[config.mk]
export PLATFORM = sky130hd
export DESIGN_NAME = fifo_uart_tx
export DESIGN_NICKNAME = d
export VERILOG_FILES = /design/src/rtl/fifo_uart_tx.sv
export SDC_FILE = /design/constraint.sdc
export NUM_CORES = 1
export LEC_CHECK = 0
export CORE_UTILIZATION = 45
export CTS_CLUSTER_SIZE = 12
export DETAILED_ROUTE_END_ITERATION = 6
export PLACE_DENSITY = 0.68
export SLEW_MARGIN = 20
export SYNTH_ARGS = -nofsm -noshare
export SYNTH_HDL_FRONTEND = slang
export SYNTH_SLANG_ARGS = --single-unit
[constraint.sdc]
create_clock -name clk -period 4.55 [get_ports clk]
set_clock_uncertainty 0.1 [all_clocks]
set_input_delay 0.91 -clock clk [delete_from_list [all_inputs] [get_ports clk]]
set_output_delay 0.91 -clock clk [all_outputs]
set_load 0.01 [all_outputs]
[src/rtl/fifo_uart_tx.sv]
// UART transmitter that pops one word per frame from an upstream FIFO and
// serialises it as start bit, DATA_WIDTH data bits (LSB first), stop bit.
module fifo_uart_tx #(
  parameter int unsigned DATA_WIDTH   = 8,
  parameter int unsigned CLKS_PER_BIT = 16
) (
  input  logic                  clk,
  input  logic                  reset,
  input  logic                  empty,
  input  logic [DATA_WIDTH-1:0] data_out,
  output logic                  Read_enable,
  output logic                  tx,
  output logic                  busy,
  output logic                  frame_done
);

  localparam int unsigned CNT_W = $clog2(CLKS_PER_BIT);
  localparam int unsigned IDX_W = $clog2(DATA_WIDTH) + 1;
  localparam logic [CNT_W-1:0] CNT_LAST = CNT_W'(CLKS_PER_BIT - 1);
  localparam logic [IDX_W-1:0] IDX_LAST = IDX_W'(DATA_WIDTH - 1);

  typedef enum logic [2:0] {
    IDLE,
    REQ,
    LOAD,
    START,
    DATA,
    STOP
  } state_t;

  state_t                state;
  logic [CNT_W-1:0]      cnt;
  logic [IDX_W-1:0]      idx;
  logic [DATA_WIDTH-1:0] shreg;
  logic                  bit_end;

  assign bit_end = (cnt == CNT_LAST);

  always_ff @(posedge clk or posedge reset) begin
    if (reset) begin
      state <= IDLE;
      cnt   <= '0;
      idx   <= '0;
      shreg <= '0;
    end else begin
      unique case (state)
        IDLE: begin
          cnt <= '0;
          idx <= '0;
          if (!empty) state <= REQ;
        end
        REQ: begin
          cnt   <= '0;
          idx   <= '0;
          state <= LOAD;
        end
        LOAD: begin
          // FIFO read data is valid in this cycle, one after the pop request
          shreg <= data_out;
          cnt   <= '0;
          idx   <= '0;
          state <= START;
        end
        START: begin
          if (bit_end) begin
            cnt   <= '0;
            idx   <= '0;
            state <= DATA;
          end else begin
            cnt <= cnt + CNT_W'(1);
          end
        end
        DATA: begin
          if (bit_end) begin
            cnt   <= '0;
            shreg <= shreg >> 1;
            if (idx == IDX_LAST) begin
              idx   <= '0;
              state <= STOP;
            end else begin
              idx <= idx + IDX_W'(1);
            end
          end else begin
            cnt <= cnt + CNT_W'(1);
          end
        end
        STOP: begin
          if (bit_end) begin
            cnt   <= '0;
            idx   <= '0;
            state <= IDLE;
          end else begin
            cnt <= cnt + CNT_W'(1);
          end
        end
        default: begin
          cnt   <= '0;
          idx   <= '0;
          state <= IDLE;
        end
      endcase
    end
  end

  // Moore decode; reset forces state and so every output asynchronously
  assign Read_enable = (state == REQ);
  assign busy        = (state != IDLE);
  assign frame_done  = (state == STOP) && bit_end;

  always_comb begin
    tx = 1'b1;
    if (state == START) tx = 1'b0;
    else if (state == DATA) tx = shreg[0];
  end

endmodule

Word-level counts from Yosys, hierarchy flattened
Cells that the tools add are included.
{"block": "op_classes", "n_addsub": 2, "eq_ne": 13, "mux": 16, "n_reduce_logical": 9}
{"operator": "$mux 4", "n": 5}
{"operator": "$pmux 3 s6", "n": 1}
{"operator": "$pmux 8 s2", "n": 1}
{"operator": "$mux 3", "n": 5}
{"operator": "$ne 2x2->1 const B", "n": 5}
{"operator": "$add 4x1->4 const B", "n": 2}
{"operator": "$mux 8", "n": 1}
{"operator": "$pmux 4 s2", "n": 1}
{"operator": "$eq 3x2->1 const B", "n": 2}
{"operator": "$eq 3x3->1 const B", "n": 2}
{"operator": "$reduce_and 5->1", "n": 1}
{"operator": "$eq 4x3->1 const B", "n": 1}
{"operator": "$eq 4x4->1 const B", "n": 1}
{"operator": "$reduce_and 2->1", "n": 2}
{"operator": "$eq 3x1->1 const B", "n": 1}
{"operator": "$logic_not 3->1", "n": 1}
{"operator": "$reduce_bool 3->1", "n": 1}
{"operator": "$reduce_or 3->1", "n": 1}
{"operator": "$mux 1", "n": 2}
{"operator": "$ne 2x1->1 const B", "n": 1}
{"operator": "$reduce_bool 2->1", "n": 1}
{"operator": "$reduce_or 2->1", "n": 1}
{"operator": "$logic_and 1x1->1", "n": 1}
{"block": "totals", "register_bits": 19, "input_bits": 11, "wordCells": 44}

Longest topological paths before layout
{"block": "logic_depth", "word_depth": 4, "ltp_mapped": 6}

Worst setup path after synthesis
Ideal clock, no wire load.
{"block": "synth_path", "path_kind": "register to output", "start": "reg state[0]", "end": "out tx", "arrival_ns": 1.029, "setup_slack_ns": 2.511, "path_stages_with_launch": 4, "path_cell_list": "dfrtp_1 > nor3b_4 > buf_4 > a21boi_0"}
{"block": "synth_between", "elab_chain_cells": 3, "word_cells_on_any_way": 4}
{"item": "from (decl)", "line": "31", "text": "state_t state;"}
{"item": "from (signal assigned)", "line": "41", "text": "state <= IDLE;"}
{"item": "from (signal assigned)", "line": "50", "text": "if (!empty) state <= REQ;"}
{"item": "from (signal assigned)", "line": "55", "text": "state <= LOAD;"}
{"item": "$eq 3x3->1", "line": "113", "text": "else if (state == DATA) tx = shreg[0];"}
{"item": "$mux 1", "line": "113"}
{"item": "$mux 1 *", "line": "112", "text": "if (state == START) tx = 1'b0;"}
{"item": "to (decl)", "line": "12", "text": "output logic tx,"}
Every way passes the cells marked *; elsewhere a longest branch is shown, timed or not.

Final worst setup path
{"block": "layout_path", "start": "reg state[2]", "end": "out tx"}
The elaborated chain is that of the path after synthesis.

==> run_summary.xml <==
<?xml version="1.0" encoding="UTF-8"?>
<metrics>
  <group name="critical_path">
    <metric name="worstReg2RegStart" unit="">state[2]$_DFFE_PP0P_</metric>
    <metric name="reg2reg_to" unit="">shreg[6]$_DFFE_PP0P_</metric>
    <metric name="worst-r2r-cell-count" unit="">3</metric>
    <metric name="startpoint" unit="">state[2]$_DFFE_PP0P_</metric>
    <metric name="criticalPathCategory" unit="">register to output port</metric>
    <metric name="cp-start-kind" unit="">register</metric>
    <metric name="timing.critical_path.to" unit="">tx</metric>
    <metric name="endpoint_kind" unit="">output port</metric>
    <metric name="cp_data_arrival_time" unit="ns">2.18</metric>
    <metric name="required" unit="ns">3.54</metric>
    <metric name="critical_path.max_fanout" unit="">15</metric>
    <metric name="rrSetupSlack" unit="ns">2.32</metric>
  </group>
  <group name="cts">
    <metric name="cts_repair_resize_count" unit="">0</metric>
    <metric name="clk_pin_slew" unit="ns">0.12</metric>
    <metric name="post_cts.repair.setup_buffers" unit="">0</metric>
    <metric name="tritoncts" unit="">built</metric>
    <metric name="htreeDepth" unit="">1</metric>
    <metric name="cts_num_sinks" unit="">19</metric>
    <metric name="clock_insertion_delay_worst_skew" unit="ns">0.31</metric>
    <metric name="cts-buffers-inserted" unit="">3</metric>
    <metric name="count_of_hold_buffers_inserted_by_post_cts_repair" unit="">0</metric>
    <metric name="cts.path.max_buffers" unit="">2</metric>
    <metric name="cts.root.buffer_cell" unit="">sky130_fd_sc_hd__clkbuf_4</metric>
  </group>
  <group name="synthesis">
    <metric name="synth-seq-area-share" unit="">0.448</metric>
    <metric name="synthMostInstantiatedCell" unit="">sky130_fd_sc_hd__dfrtp_1</metric>
    <metric name="postSynthCellCount" unit="">93</metric>
    <metric name="synth.top_cells.by_count" unit="">19 x sky130_fd_sc_hd__dfrtp_1, 6 x sky130_fd_sc_hd__inv_1, 6 x sky130_fd_sc_hd__mux2_2, 6 x sky130_fd_sc_hd__mux2_4, 6 x sky130_fd_sc_hd__nor2_1</metric>
    <metric name="async_reset_ff_frac" unit="">1.00</metric>
    <metric name="synth_edf_count" unit="">0</metric>
    <metric name="ys.warnings.count" unit="">0</metric>
    <metric name="postSynthNetCount" unit="">106</metric>
    <metric name="synthFlopType" unit="">sky130_fd_sc_hd__dfrtp_1</metric>
    <metric name="synthDominantCellAreaShare" unit="">0.448</metric>
    <metric name="synth.distinct_cells" unit="">35</metric>
    <metric name="post_synth_main_area_contributors" unit="">sky130_fd_sc_hd__dfrtp_1 45%, sky130_fd_sc_hd__mux2_4 8.5%, sky130_fd_sc_hd__mux2_2 6.4%</metric>
    <metric name="synth_area" unit="mm²">0.00106</metric>
    <metric name="synth_area_leader" unit="">sky130_fd_sc_hd__dfrtp_1</metric>
    <metric name="yosys_register_bits" unit="">19</metric>
    <metric name="syn_area_per_cell" unit="µm²">11.4</metric>
  </group>
  <group name="timing">
    <metric name="final_max_slew_viol_count" unit="">0</metric>
    <metric name="fmax" unit="GHz">0.314</metric>
    <metric name="timing.final.setup_violations" unit="">0</metric>
    <metric name="finalSetupTns" unit="ns">0</metric>
    <metric name="final.period_utilization" unit="">0.701</metric>
    <metric name="relSlewSlack" unit="">0.530</metric>
    <metric name="worst_tran_pin_value" unit="ns">0.704</metric>
    <metric name="timing.final.hold_violations" unit="">0</metric>
    <metric name="final_period_minus_worst_setup_slack" unit="ns">3.19</metric>
    <metric name="rsz_0062_raised_after_global_routing" unit="">no</metric>
  </group>
  <group name="floorplanning">
    <metric name="dieArea" unit="mm²">0.00256</metric>
    <metric name="floorplan.core_area" unit="mm²">0.00221</metric>
    <metric name="die_height" unit="µm">50.6</metric>
    <metric name="boundaryPins" unit="">15</metric>
    <metric name="dieWidth" unit="µm">50.6</metric>
    <metric name="floorplan.initialDensity" unit="">0.480</metric>
    <metric name="placement_rows" unit="">17</metric>
  </group>
  <group name="pwr">
    <metric name="vdd_drop_max" unit="mV">0.165</metric>
    <metric name="p_per_area" unit="mW/mm²">230</metric>
    <metric name="leakagePower" unit="µW">0.000555</metric>
  </group>
  <group name="flow_run">
    <metric name="max_cap_viol_count" unit="">0</metric>
  </group>
  <group name="routing">
    <metric name="drt_iter0_markers" unit="">6</metric>
    <metric name="routedWlPerCell" unit="µm">13.5</metric>
    <metric name="vias" unit="">719</metric>
    <metric name="post_drt_via_cell_ratio" unit="">5.41</metric>
    <metric name="route.final.wire_length" unit="µm">1800</metric>
    <metric name="number_of_detailed_route_iterations_in_the_first_pass" unit="">4</metric>
    <metric name="ant_nets" unit="">0</metric>
    <metric name="drt_drc_violations_left" unit="">0</metric>
  </group>
  <group name="outcome">
    <metric name="status" unit="">finished, final reports clean</metric>
  </group>
  <group name="grt">
    <metric name="first_global_vias" unit="">636</metric>
    <metric name="total_global_routing_overflow" unit="">0</metric>
    <metric name="global_route_wire_length_before_repair" unit="µm">2930</metric>
    <metric name="largest_net_degree_at_the_start_of_global_routing" unit="">20</metric>
    <metric name="grt_antenna_before_repair" unit="">0</metric>
    <metric name="global_route.usage.total" unit="">0.155</metric>
  </group>
  <group name="place">
    <metric name="place.detailed.hpwl" unit="µm">1250</metric>
    <metric name="place.gp.congestion" unit="">0.662</metric>
    <metric name="io_buffers" unit="">14</metric>
  </group>
  <group name="cells_and_area">
    <metric name="flow.area_growth_from_synthesis" unit="%">14.9</metric>
    <metric name="finalCoreUtilization" unit="">0.551</metric>
    <metric name="count_of_antenna_diodes_in_the_layout" unit="">0</metric>
    <metric name="nets" unit="">119</metric>
    <metric name="post_route_cells_drive_above_1_share" unit="">0.181</metric>
  </group>
  <group name="hold_path">
    <metric name="hold_path_class" unit="">register to register</metric>
    <metric name="worst_hold_startpoint" unit="">cnt[0]$_DFF_PP0_</metric>
  </group>
</metrics>
-- layer usage --
| metal | up-vias | GRT usage | routed length [µm] | share of wire |
|---|---|---|---|---|
| li1 | 358 | - | - | - |
| met1 | 346 | 0.219 | 905 | 0.50 |
| met2 | 10 | 0.224 | 815 | 0.45 |
| met3 | 5 | 0.0273 | 45 | 0.025 |
| met4 | 0 | 0.0833 | 36 | 0.020 |
| met5 | - | 0 | 0 | 0 |
-- through the flow --
step | cell area (µm²) | hold slack [ns] | cells | total power (µW) | setup WS, ns
floorplan | 1060 | 0.331 | 93 | 184 | 2.51
global placement | 1190 | 0.356 | 129 | 195 | 1.79
detailed placement | 1190 | 0.370 | 129 | 195 | 1.69
CTS | 1220 | 0.387 | 133 | 284 | 1.34
global route | 1220 | 0.408 | 133 | 290 | 1.22
finish | 1220 | 0.380 | 133 | 281 | 1.36
-- cells by family (layout without fill, tap and decap cells) --
kind of cell	Yosys count	after routing	synth area share
AOI/OAI and AO/OA	15	15	0.0991
xor gates and xnor gates	2	2	0.0165
muxes	16	16	0.186
adders and majority gates	2	2	0.0236
buffers and inverters	12	24	0.0637
DFF	19	19	0.448
and+or+nand+nor	27	27	0.163
-- cells in the final DEF (no fill, tap or decap), types with 2 or more instances in the layout --
cell type,count
sky130_fd_sc_hd__inv_1,6
sky130_fd_sc_hd__dfrtp_1,19
sky130_fd_sc_hd__a21oi_1,2
sky130_fd_sc_hd__nand2b_1,2
sky130_fd_sc_hd__nand3b_1,3
sky130_fd_sc_hd__clkbuf_4,3
sky130_fd_sc_hd__mux2i_1,4
sky130_fd_sc_hd__nand3_1,4
sky130_fd_sc_hd__nor3_1,2
sky130_fd_sc_hd__ha_1,2
sky130_fd_sc_hd__o211ai_1,3
sky130_fd_sc_hd__nand4_1,2
sky130_fd_sc_hd__mux2_2,6
sky130_fd_sc_hd__a21boi_0,2
sky130_fd_sc_hd__nor2_1,6
sky130_fd_sc_hd__o22ai_1,2
sky130_fd_sc_hd__clkdlybuf4s50_1,14
sky130_fd_sc_hd__mux2_4,6
-- flip-flops by register name (all words and copies together) (netlist names) --
register	flops
shreg	8
cnt	4
idx	4
state	3
-- where the power goes --
part	switching, µW	internal, µW
clock network	56.3	32.8
logic	6.37	12.6
registers	1.26	171
-- worst min path at each step --
stage / endpoint / slack, ns / depth (start not counted)
3_3_place_gp: cnt[0]$_DFF_PP0_ / 0.36 / 1
4_1_cts: cnt[0]$_DFF_PP0_ / 0.39 / 1
2_1_floorplan: cnt[0]$_DFF_PP0_ / 0.33 / 1
3_5_place_dp: cnt[0]$_DFF_PP0_ / 0.37 / 1
5_1_grt: cnt[0]$_DFF_PP0_ / 0.41 / 1
6_report: cnt[0]$_DFF_PP0_ / 0.38 / 1
-- worst max-delay path, stage by stage (launching register included) --
cell	delay, ns
sky130_fd_sc_hd__dfrtp_1	0.53
sky130_fd_sc_hd__nor3b_4	0.63
sky130_fd_sc_hd__a21boi_0	0.20
sky130_fd_sc_hd__clkdlybuf4s50_1	0.51
-- cell type report --
class	count	area (µm²)
Inverter	6	22.5
Clock inverter	1	5.00
Multi-Input combinational cell	62	518
Fill cell	196	993
Tap cell	28	35.0
Sequential cell	19	475
Timing Repair Buffer	14	140
Clock buffer	3	22.5
Note: power is estimated with default switching activity, not from simulation.
==> RTL edit, RTL diff (same flow settings) <==
`DATA_WIDTH`: 8 -> 16.
--- a/src/rtl/fifo_uart_tx.sv
+++ b/src/rtl/fifo_uart_tx.sv
@@ -3,3 +3,3 @@
 module fifo_uart_tx #(
-  parameter int unsigned DATA_WIDTH   = 8,
+  parameter int unsigned DATA_WIDTH   = 16,
   parameter int unsigned CLKS_PER_BIT = 16
Interface: changed (resized data_out); port bits go from 15 to 23. The function was not compared with the original's and may differ.
==> RTL edit against the unedited design <==
  * Synthesized area is 39% higher
  * Sequential share of layout area is 1.2 points higher
  * Design area is 43% higher
  * Power is 47% higher
  * Sequential cell count is 9 higher
  * Worst setup slack better by 0.17 ns
  * Routed wire length is 42% higher
  * Largest power group unchanged
==> RTL edit: results (changes against the unedited design) <==
[outcome]
status=finished clean  ; unchanged

[power]
peakVddDrop_uv=134  ; was 165 uV
p_leak_nw=0.787  ; was 0.555 nW

[clock_tree]
clkTransAtPathRegs_ns=0.15  ; was 0.12 ns
clk-insertion-delay-late_ns=0.33  ; was 0.31 ns

[global_route]
first_global_vias=1030  ; was 636
grt_max_degree=29  ; was 20
grt_pass1_wl_mm=4.52  ; was 2.93 mm
use_met2=0.278  ; was 0.224
grt_usage=0.171  ; was 0.155

[setup_path]
r2r-start=state[0]$_DFFE_PP0P_  ; was state[2]$_DFFE_PP0P_
reg2reg_slack_ns=2.29  ; was 2.32 ns
cp-endpoint=frame_done  ; was tx
critical_path.startpoint=cnt[0]$_DFF_PP0_  ; was state[2]$_DFFE_PP0P_
critPathMaxStageDelay_ns=0.54  ; was 0.63 ns
critPathMaxFanout=6  ; was 15
critPathSlowestCell=clkdlybuf4s50_1  ; was nor3b_4

[finish]
nets=165  ; was 119
drive_above_1_share=0.259  ; was 0.181
reg.largest.list=shreg x16, idx x5, cnt x4  ; was shreg x8, cnt x4, idx x4
fill_cells=278  ; was 196

[drt]
drt-total-wl_mm=2.56  ; was 1.80 mm
wl_met3_um=84  ; was 45 um
drt-met1-wl_mm=1.23  ; was 905 um
drtIter0Drc=9  ; was 6
num_vias=982  ; was 719

[logic_synthesis]
synth.distinct_cells=39  ; was 35
synth_seq_area_share=0.476  ; was 0.448

[place]
place_congestion=0.867  ; was 0.662
numPortBuffers=22  ; was 14

## RTL edit: cell count changes in the layout (fill, tap and decap cells not counted), moves of 3 or more
cell	before	now
dfrtp_1	19	28
clkdlybuf4s50_1	14	22
nand2_1	1	4
mux2_4	6	0
mux2_2	6	29
## RTL edit: layout make-up
| cell class | instances | share of cell area |
|---|---|---|
| flip-flops and latches | 28 | 0.402 |
| clock buffers | 4 | 0.0208 |
| multi-input cells | 81 | 0.400 |
| repair buffers | 23 | 0.131 |
| well taps | 44 | 0.0316 |
| inverters | 7 | 0.0151 |
## RTL edit: cell families (layout without fill, tap and decap cells)
group                    after synthesis  after routing  synth area share
buffers and inverters                 14             34            0.0502
multiplexers                          33             33             0.249
AO/OA/AOI/OAI                         16             16            0.0867
flip-flops                            28             28             0.476
AND/OR/NAND/NOR                       28             28             0.109
XOR/XNOR                               2              2            0.0119
adder cells (fa/ha/maj)                2              2            0.0170
## RTL edit: per-stage QoR
step | hold slack [ns] | cell area [sq um] | worst slack [ns] | instances | util
floorplan | 0.333 | 1470 | 2.28 | 123 | -
CTS | 0.394 | 1740 | 1.51 | 187 | 0.566
global placement | 0.347 | 1710 | 1.94 | 183 | 0.554
detailed placement | 0.374 | 1710 | 1.90 | 183 | 0.554
finish | 0.388 | 1740 | 1.53 | 187 | 0.566
global route | 0.418 | 1740 | 1.38 | 187 | 0.566
## RTL edit: power by group through the flow
stage | sequential (mW) | clock, mW | combinational (mW)
3_5_place_dp | 0.263 | 0 | 0.0343
6_report | 0.258 | 0.122 | 0.0337
2_1_floorplan | 0.262 | 0 | 0.0152
3_3_place_gp | 0.263 | 0 | 0.0336
5_1_grt | 0.260 | 0.132 | 0.0374
4_1_cts | 0.259 | 0.125 | 0.0344
